===== src/rtl/flit_sink_pkg.sv =====
// Shared flit-interface definitions: flit type codes, error codes, tracker states
// and interface width defaults for the receive-side monitor.
package flit_sink_pkg;

    localparam int FLIT_W_DEF  = 66;
    localparam int VCH_W_DEF   = 1;
    localparam int LEN_W_DEF   = 8;
    localparam int MAX_LEN_DEF = 255;

    typedef enum logic [1:0] {
        TYPE_NONE = 2'b00,
        TYPE_HEAD = 2'b01,
        TYPE_TAIL = 2'b10,
        TYPE_DATA = 2'b11
    } flit_type_t;

    typedef enum logic [2:0] {
        ERR_NONE   = 3'd0,
        ERR_ORPHAN = 3'd1,
        ERR_NESTED = 3'd2,
        ERR_NULL   = 3'd3,
        ERR_LEN    = 3'd4
    } err_code_t;

    typedef enum logic {
        VC_IDLE = 1'b0,
        VC_BODY = 1'b1
    } vc_state_t;

    // Saturating 32-bit add: clamps at all-ones instead of wrapping.
    function automatic logic [31:0] sat_add32(input logic [31:0] a, input logic [31:0] b);
        logic [32:0] s;
        s = {1'b0, a} + {1'b0, b};
        return s[32] ? 32'hFFFF_FFFF : s[31:0];
    endfunction

endpackage


===== src/rtl/flit_sink_vc_tracker.sv =====
// One virtual channel's packet framing tracker: IDLE/BODY state, DATA length
// counter and per-VC framing error detection for the flit currently presented.
module flit_vc_tracker
    import flit_sink_pkg::*;
#(
    parameter int LEN_W   = LEN_W_DEF,
    parameter int MAX_LEN = MAX_LEN_DEF
) (
    input  logic             clk,
    input  logic             rst_,
    input  logic             sel,
    input  flit_type_t       ftype,
    output logic             done,
    output logic [LEN_W-1:0] len,
    output err_code_t        err_ev
);

    localparam logic [LEN_W-1:0] MAX_L = LEN_W'(MAX_LEN);

    vc_state_t        state;
    vc_state_t        state_d;
    logic [LEN_W-1:0] len_d;

    // Events and next state for the flit on this VC; non-selected VCs hold still.
    always_comb begin
        state_d = state;
        len_d   = len;
        done    = 1'b0;
        err_ev  = ERR_NONE;
        if (sel) begin
            case (ftype)
                TYPE_NONE: begin
                    err_ev = ERR_NULL;
                end
                TYPE_HEAD: begin
                    if (state == VC_BODY) begin
                        err_ev = ERR_NESTED;
                    end
                    state_d = VC_BODY;
                    len_d   = '0;
                end
                TYPE_DATA: begin
                    if (state == VC_IDLE) begin
                        err_ev = ERR_ORPHAN;
                    end else if (len == MAX_L) begin
                        err_ev = ERR_LEN;
                    end else begin
                        len_d = len + 1'b1;
                    end
                end
                TYPE_TAIL: begin
                    if (state == VC_IDLE) begin
                        err_ev = ERR_ORPHAN;
                    end else begin
                        state_d = VC_IDLE;
                        done    = 1'b1;
                    end
                end
                default: begin
                    err_ev = ERR_NONE;
                end
            endcase
        end
    end

    always_ff @(posedge clk or negedge rst_) begin
        if (!rst_) begin
            state <= VC_IDLE;
            len   <= '0;
        end else begin
            state <= state_d;
            len   <= len_d;
        end
    end

endmodule


===== src/rtl/flit_sink.sv =====
// Receive-side flit monitor: per-VC packet reconstruction, packet/flit counters,
// first-error capture and data-bus toggle accumulation inside a measurement window.
module flit_sink
    import flit_sink_pkg::*;
#(
    parameter int FLIT_W  = FLIT_W_DEF,
    parameter int VCH_W   = VCH_W_DEF,
    parameter int LEN_W   = LEN_W_DEF,
    parameter int MAX_LEN = MAX_LEN_DEF
) (
    input  logic              clk,
    input  logic              rst_,
    input  logic [FLIT_W-1:0] idata,
    input  logic              ivalid,
    input  logic [VCH_W-1:0]  ivch,
    input  logic              en,
    input  logic              clr,
    output logic              pkt_done,
    output logic [VCH_W-1:0]  pkt_vch,
    output logic [LEN_W-1:0]  last_len,
    output logic [15:0]       pkt_cnt,
    output logic [31:0]       flit_cnt,
    output logic [31:0]       toggle_sum,
    output logic              err,
    output logic [2:0]        err_code
);

    localparam int NVC  = 2 ** VCH_W;
    localparam int PC_W = $clog2(FLIT_W + 1);

    flit_type_t       ftype;
    logic [NVC-1:0]   vc_sel;
    logic [NVC-1:0]   vc_done;
    logic [LEN_W-1:0] vc_len [NVC];
    err_code_t        vc_err [NVC];

    logic             ev_done;
    logic [LEN_W-1:0] ev_len;
    err_code_t        ev_err;
    err_code_t        err_q;

    logic [FLIT_W-1:0] prev_data;
    logic [FLIT_W-1:0] diff;
    logic [PC_W-1:0]   pop;

    assign ftype = flit_type_t'(idata[FLIT_W-1 -: 2]);

    for (genvar v = 0; v < NVC; v++) begin : g_vc
        assign vc_sel[v] = ivalid && (ivch == VCH_W'(v));

        flit_vc_tracker #(
            .LEN_W   (LEN_W),
            .MAX_LEN (MAX_LEN)
        ) u_tracker (
            .clk    (clk),
            .rst_   (rst_),
            .sel    (vc_sel[v]),
            .ftype  (ftype),
            .done   (vc_done[v]),
            .len    (vc_len[v]),
            .err_ev (vc_err[v])
        );
    end

    assign ev_done = vc_done[ivch];
    assign ev_len  = vc_len[ivch];

    // Lowest-numbered VC reporting an error wins; only one VC is selected per cycle.
    always_comb begin
        ev_err = ERR_NONE;
        for (int v = 0; v < NVC; v++) begin
            if (ev_err == ERR_NONE && vc_err[v] != ERR_NONE) begin
                ev_err = vc_err[v];
            end
        end
    end

    always_comb begin
        diff = idata ^ prev_data;
        pop  = '0;
        for (int i = 0; i < FLIT_W; i++) begin
            pop = pop + PC_W'(diff[i]);
        end
    end

    // Completion reporting and the toggle reference run regardless of en and clr.
    always_ff @(posedge clk or negedge rst_) begin
        if (!rst_) begin
            pkt_done  <= 1'b0;
            pkt_vch   <= '0;
            last_len  <= '0;
            prev_data <= '0;
        end else begin
            pkt_done  <= ev_done;
            prev_data <= idata;
            if (ev_done) begin
                pkt_vch  <= ivch;
                last_len <= ev_len;
            end
        end
    end

    always_ff @(posedge clk or negedge rst_) begin
        if (!rst_) begin
            pkt_cnt    <= '0;
            flit_cnt   <= '0;
            toggle_sum <= '0;
        end else if (clr) begin
            pkt_cnt    <= '0;
            flit_cnt   <= '0;
            toggle_sum <= '0;
        end else if (en) begin
            if (ivalid && flit_cnt != 32'hFFFF_FFFF) begin
                flit_cnt <= flit_cnt + 32'd1;
            end
            if (ev_done && pkt_cnt != 16'hFFFF) begin
                pkt_cnt <= pkt_cnt + 16'd1;
            end
            toggle_sum <= sat_add32(toggle_sum, 32'(pop));
        end
    end

    // Only the first error after reset/clr is recorded.
    always_ff @(posedge clk or negedge rst_) begin
        if (!rst_) begin
            err   <= 1'b0;
            err_q <= ERR_NONE;
        end else if (clr) begin
            err   <= 1'b0;
            err_q <= ERR_NONE;
        end else if (!err && ev_err != ERR_NONE) begin
            err   <= 1'b1;
            err_q <= ev_err;
        end
    end

    assign err_code = err_q;

endmodule


===== config.mk =====
export PLATFORM = sky130hd
export DESIGN_NAME = flit_sink
export DESIGN_NICKNAME = d
export VERILOG_FILES = /design/src/rtl/flit_sink_pkg.sv /design/src/rtl/flit_sink_vc_tracker.sv /design/src/rtl/flit_sink.sv
export SDC_FILE = /design/constraint.sdc
export NUM_CORES = 1
export LEC_CHECK = 0
export CAP_MARGIN = 20
export CORE_UTILIZATION = 53
export DETAILED_ROUTE_END_ITERATION = 10
export PLACE_DENSITY = 0.79
export SYNTH_ARGS = -nofsm -noshare
export SYNTH_HDL_FRONTEND = slang
export SYNTH_SLANG_ARGS = --single-unit

===== constraint.sdc =====
create_clock -name clk -period 18 [get_ports clk]
set_input_delay 2.7 -clock clk [delete_from_list [all_inputs] [get_ports clk]]
set_output_delay 2.7 -clock clk [all_outputs]
set_load 0.03 [all_outputs]

# Word level (Yosys, flattened, before mapping)
# Index checks and enable logic that the tools add are counted.
[op_classes]
add_sub_neg = 70
n_lt_le_gt_ge = 2
n_eq_ne = 11
n_mux = 45
n_bitwise = 3
reduce_logical = 24
[op_table]
columns = ["op", "n"]
rows = [
  ["7-bit by 1-bit adder with 7-bit output", 59],
  ["32-bit two-way mux", 6],
  ["66-bit XOR", 1],
  ["8-bit two-way mux", 7],
  ["16-bit two-way mux", 3],
  ["32-bit by 7-bit adder with 33-bit output", 1],
  ["32-bit by 1-bit adder with 32-bit output (second input constant)", 1],
  ["32-bit inequality test (second input constant)", 1],
  ["8-bit one-hot mux with 2 select lines", 2],
  ["3-bit two-way mux", 10],
  ["3-bit one-hot mux with 4 select lines", 2],
  ["16-bit by 1-bit adder with 16-bit output (second input constant)", 1],
  ["8-bit by 1-bit adder with 8-bit output (second input constant)", 2],
  ["8-bit equality test (second input constant)", 2],
  ["16-bit inequality test (second input constant)", 1],
  ["1-bit two-way mux", 12],
  ["2-bit nonzero test", 6],
  ["3-bit nonzero test", 3],
  ["2-bit AND reduction", 4],
  ["4-bit AND reduction", 2],
  ["6-bit by 1-bit adder with 7-bit output", 1],
  ["5-bit by 1-bit adder with 6-bit output", 1],
  ["1-bit logical AND", 6],
  ["4-bit by 1-bit adder with 5-bit output", 1],
  ["other kinds (16)", 20],
]
[totals]
register_bits = 178
in_bits = 72
out_inout_bits = 94
word_cells = 168

# Longest topological paths before layout
[logic_depth]
ltp_word = 70
mapped_depth = 23
mapped_depth_nobuf = 22

# By module
# Synthesis repeated with hierarchy kept, for this count alone.
[unflattened]
hier_cells = 979
hier_area_um2 = 10387.5
[by_module_without_submodules]
columns = ["module", "n_inst", "cells_per_inst", "area_per_inst_um2", "seq_area_each_um2"]
rows = [
  ["flit_sink", 1, 828, 9063.7, 4003.8],
  ["flit_vc_tracker at g_vc[0].u_tracker", 1, 76, 669.4, 225.2],
  ["flit_vc_tracker at g_vc[1].u_tracker", 1, 75, 654.4, 225.2],
]

# Worst setup path after synthesis
# No wires, ideal clock.
[synth_timing]
path_type = "input port to flip-flop"
from = "input port idata[16]"
to = "register toggle_sum[21]"
setup_ns = 0.120
arrival_time_ns = 9.165
required_time_ns = 17.880
setup_slack_ns = 8.714
cell_stages = 22
n_path_buf = 1
path_cell_list = "xor2_1 -> fa_1 -> inv_1 -> fa_1 -> inv_1 -> fa_1 -> fa_1 -> fa_1 -> fa_1 -> inv_1 -> fa_1 -> fa_1 -> fa_1 -> inv_1 -> fa_1 -> a211oi_1 -> nor3_1 -> o221ai_1 -> a211o_1 -> buf_2 -> o32ai_1 -> a31o_2"
[synth_between]
elab_chain_len = 55
[synth_rtl]
columns = ["element", "line_no", "text"]
rows = [
  ["start, declared", "flit_sink.sv:13", "input logic [FLIT_W-1:0] idata,"],
  ["66-bit XOR", "flit_sink.sv:79", "diff = idata ^ prev_data;"],
  ["7-bit by 1-bit adder with 7-bit output (50 in a row)", "flit_sink.sv:82", "pop = pop + PC_W'(diff[i]);"],
  ["32-bit by 7-bit adder with 33-bit output", "flit_sink_pkg.sv:33", "s = {1'b0, a} + {1'b0, b};"],
  ["32-bit two-way mux", "flit_sink_pkg.sv:34", "return s[32] ? 32'hFFFF_FFFF : s[31:0];"],
  ["32-bit two-way mux", "flit_sink.sv:112", "end else if (en) begin"],
  ["32-bit two-way mux", "flit_sink.sv:108", "end else if (clr) begin"],
  ["end signal, assigned", "flit_sink.sv:119", "toggle_sum <= sat_add32(toggle_sum, 32'(pop));"],
  ["end, declared", "flit_sink.sv:23", "output logic [31:0] toggle_sum,"],
]
# Every way passes these cells. The select of a mux whose other input is x is not followed.
# A chain may end at the register's enable or synchronous reset.

# Final worst setup path
[layout_timing]
from = "input port idata[0]"
to = "register toggle_sum[14]"
[layout_between]
elab_chain_len = 70
[layout_rtl]
columns = ["element", "line_no"]
rows = [
  ["66-bit XOR", "flit_sink.sv:79"],
  ["1-bit by 1-bit adder with 2-bit output", "flit_sink.sv:82"],
  ["2-bit by 1-bit adder with 3-bit output", "flit_sink.sv:82"],
  ["3-bit by 1-bit adder with 4-bit output", "flit_sink.sv:82"],
  ["4-bit by 1-bit adder with 5-bit output", "flit_sink.sv:82"],
  ["5-bit by 1-bit adder with 6-bit output", "flit_sink.sv:82"],
  ["6-bit by 1-bit adder with 7-bit output", "flit_sink.sv:82"],
  ["7-bit by 1-bit adder with 7-bit output (59 in a row)", "flit_sink.sv:82"],
  ["32-bit by 7-bit adder with 33-bit output", "flit_sink_pkg.sv:33"],
  ["32-bit two-way mux", "flit_sink_pkg.sv:34"],
  ["32-bit two-way mux", "flit_sink.sv:112"],
  ["32-bit two-way mux", "flit_sink.sv:108"],
]
# Every way passes these cells. The select of a mux whose other input is x is not followed.

==> impl_metrics.csv <==
group,metric,value,unit
outcome,status,"finished clean",
critical_path,reg2reg_depth,21,
synth,ys_ff_latch,178,
layout,fin_nets,1270,
critical_path,critPathRequiredTime,18260,ps
sta,rsz0062_at_grt,"false",
worst_hold_path,worst_hold_path.num_cells,2,
sta,tightest_slew,902,ps
sta,finalSetupViolCount,0,
synth,syn_avg_cell_area,10.7,µm²
critical_path,path_class,"input pin to flip-flop",
critical_path,arrival,10320,ps
sta,period_share,55.9,%
clocking,clockRootBuffer,"clkbuf_16",
sta,report.final.slew_viol_count,0,
die,dieHeight,140,µm
die,die_width,140,µm
sta,maxSlewHeadroom,39.9,%
sta,hold_viol,0,
routing,routed_via_density,5.54,
critical_path,crit_family,"adder cells",
grt,grtUsageTotal,24.3,%
flow_run,drv_cap,0,
critical_path,critical_path_buf_inv_count,3,
clocking,clock_latency,440,ps
grt,grt_pass1_vias,7486,
critical_path,path_depth,20,
die,rows,49,
routing,ant_nets,0,
clocking,postCtsHoldBufs,0,
die,start_util,55.0,%
sta,fmax,0.0994,GHz
routing,wire_per_inst,16.5,µm
die,io_pins,166,
layout,utilization,68.4,%
synth,synthCells,941,
sta,clock_skew,12.5,ps
synth,ys_types,56,
worst_hold_path,hold_class,"flip-flop to flip-flop",
clocking,cts_buffers,17,
grt,grt_max_degree,86,
place,port_buffers,165,
clocking,h-tree-depth,4,
synth,synth.yosys.seq_area_share,44.3,%
die,core-area,18300,µm²
grt,overflow,0,
routing,drc,0,
die,dieArea,19500,µm²
place,post-dp-hpwl,16000,µm
synth,ys.flop_type,"dfrtp_1",
clocking,clkTransAtPathRegs,70,ps
grt,grt_pass1_wl,37600,µm
place,gp_congestion,0.815,
synth,synth-edff-count,0,
clocking,cts_setup_buffers,0,
critical_path,critPathMaxFanout,14,
synth,synthArstFlopShare,100,%
clocking,cts-resized-gates,0,
synth,synth_nets,1107,
routing,vias,7462,
layout,area_delta_synth_final,24.4,%
synth,syn_area,10000,µm²
grt,antenna_found_initial,0,
critical_path,crit_path_top_delay_cell,"fa_1",
clocking,cts_tree,"done",
clocking,clock-sinks,178,
synth,yosysWarnings,0,
layout,diodes,0,
critical_path,cp-end-kind,"flip-flop",
sta,min_period,10060,ps
routing,dr.first_iter.drc_count,529,
sta,tns,0,ps
critical_path,cp_common_cell,"fa_1",
layout,final_common_cell,"dfrtp_1",
critical_path,cp-start-kind,"input pin",
clocking,max-clock-path-buffers,2,
critical_path,critical_path.max_stage_delay,580,ps
routing,dr.pass1.iters,5,
layout,layout_common_cells,"dfrtp_1 (178), clkdlybuf4s50_1 (163), nor2_1 (89)",
routing,wirelength,22200,µm
critical_path,path_cells,"clkdlybuf4s50_1, xor2_1, fa_1, fa_1, fa_1, fa_1, fa_1, fa_1, inv_1, fa_1, fa_1, fa_1, inv_1, fa_1, a211oi_1, nor3_1, o221ai_1, a211o_1, and2_1, a211oi_1",
layout,drive_above_1_share,4.48,%
[metrics by stage]
stage                     cells  instance area (µm²)  hold WS (ps)  setup WS, ps
after global routing       1346                12500           552          7580
after detailed placement   1311                11900           519          7420
after CTS                  1343                12500           535          7800
after global placement     1311                11900           509          7550
after floorplan             941                10000           506          8710
final                      1346                12500           529          7940
[area by class of cell]
| class | instances | area [µm²] |
|---|---|---|
| Multi-Input combinational cell | 671 | 5240 |
| Tap cell | 229 | 287 |
| Clock inverter | 12 | 120 |
| Inverter | 64 | 240 |
| Timing Repair Buffer | 172 | 1700 |
| Sequential cell | 178 | 4450 |
| Clock buffer | 20 | 457 |
| Fill cell | 1388 | 5770 |
[worst paths after layout]
check / start / end / slack [ps]
max: idata[0] / toggle_sum[14] / 7940
min: last_len[3] / last_len[3] / 530
max reg2reg: prev_data[16] / toggle_sum[14] / 10300
min reg2reg: last_len[3] / last_len[3] / 530
max in group asynchronous: rst_ / prev_data[18] / 14570
min in group asynchronous: rst_ / pkt_cnt[7] / 2210
[cell families (layout without fill, tap and decap cells)]
family,Yosys count,after routing,synth area share [%]
simple gates,298,298,15.1
flops,178,178,44.3
compound gates,150,150,9.63
xor+xnor,116,116,10.1
fa+ha+maj,94,94,16.0
buf+inv,92,268,3.50
mux,13,13,1.31
[per-layer routing]
metal  global-route usage (%)  up-vias  routed length [µm]  share of wire, %
met5                        0        -                   0                 0
met4                     7.69        0                 318               1.4
met3                     3.96       23                 995               4.5
met2                     39.1      192               10900                49
met1                     33.9     3676               10000                45
li1                         -     3571                   -                 -
[sequential cells by signal, summed over array words and instances (netlist names)]
signal	count
prev_data	66
flit_cnt	32
toggle_sum	32
g_vc.u_tracker.len	16
pkt_cnt	16
last_len	8
err_code	3
g_vc.u_tracker.state	2
err	1
pkt_done	1
pkt_vch	1
[worst reg2reg max path: stages, from the launching register on]
cell      delay, ps
dfrtp_1         370
xor2_1          180
fa_1            550
inv_1            70
fa_1            550
inv_1            60
fa_1            540
fa_1            440
fa_1            510
fa_1            550
inv_1            60
fa_1            510
fa_1            580
fa_1            200
inv_1            60
fa_1            420
a211oi_1        350
nor3_1          120
o221ai_1        440
a211o_1         580
and2_1          280
a211oi_1        100
[cell usage after synthesis (all sizes together) (8+ instances only)]
cell / count / area (µm²)
and2: 13 / 81.3
nor3: 31 / 160
nand3: 28 / 140
fa: 58 / 1160
mux2i: 12 / 120
a311oi: 12 / 105
ha: 36 / 450
a21oi: 49 / 245
o21a: 8 / 60.1
clkbuf: 22 / 82.6
or3: 12 / 75.1
nor2: 89 / 334
and4: 15 / 131
and3: 18 / 118
nand2: 53 / 199
nand4: 16 / 106
xnor2: 49 / 429
dfrtp: 178 / 4450
o21ai: 29 / 145
a31oi: 10 / 62.6
nor4: 8 / 65.1
xor2: 67 / 587
inv: 64 / 240
Power is not shown: default switching activity piles up to over one toggle a cycle in this logic, so the estimate is an artifact.
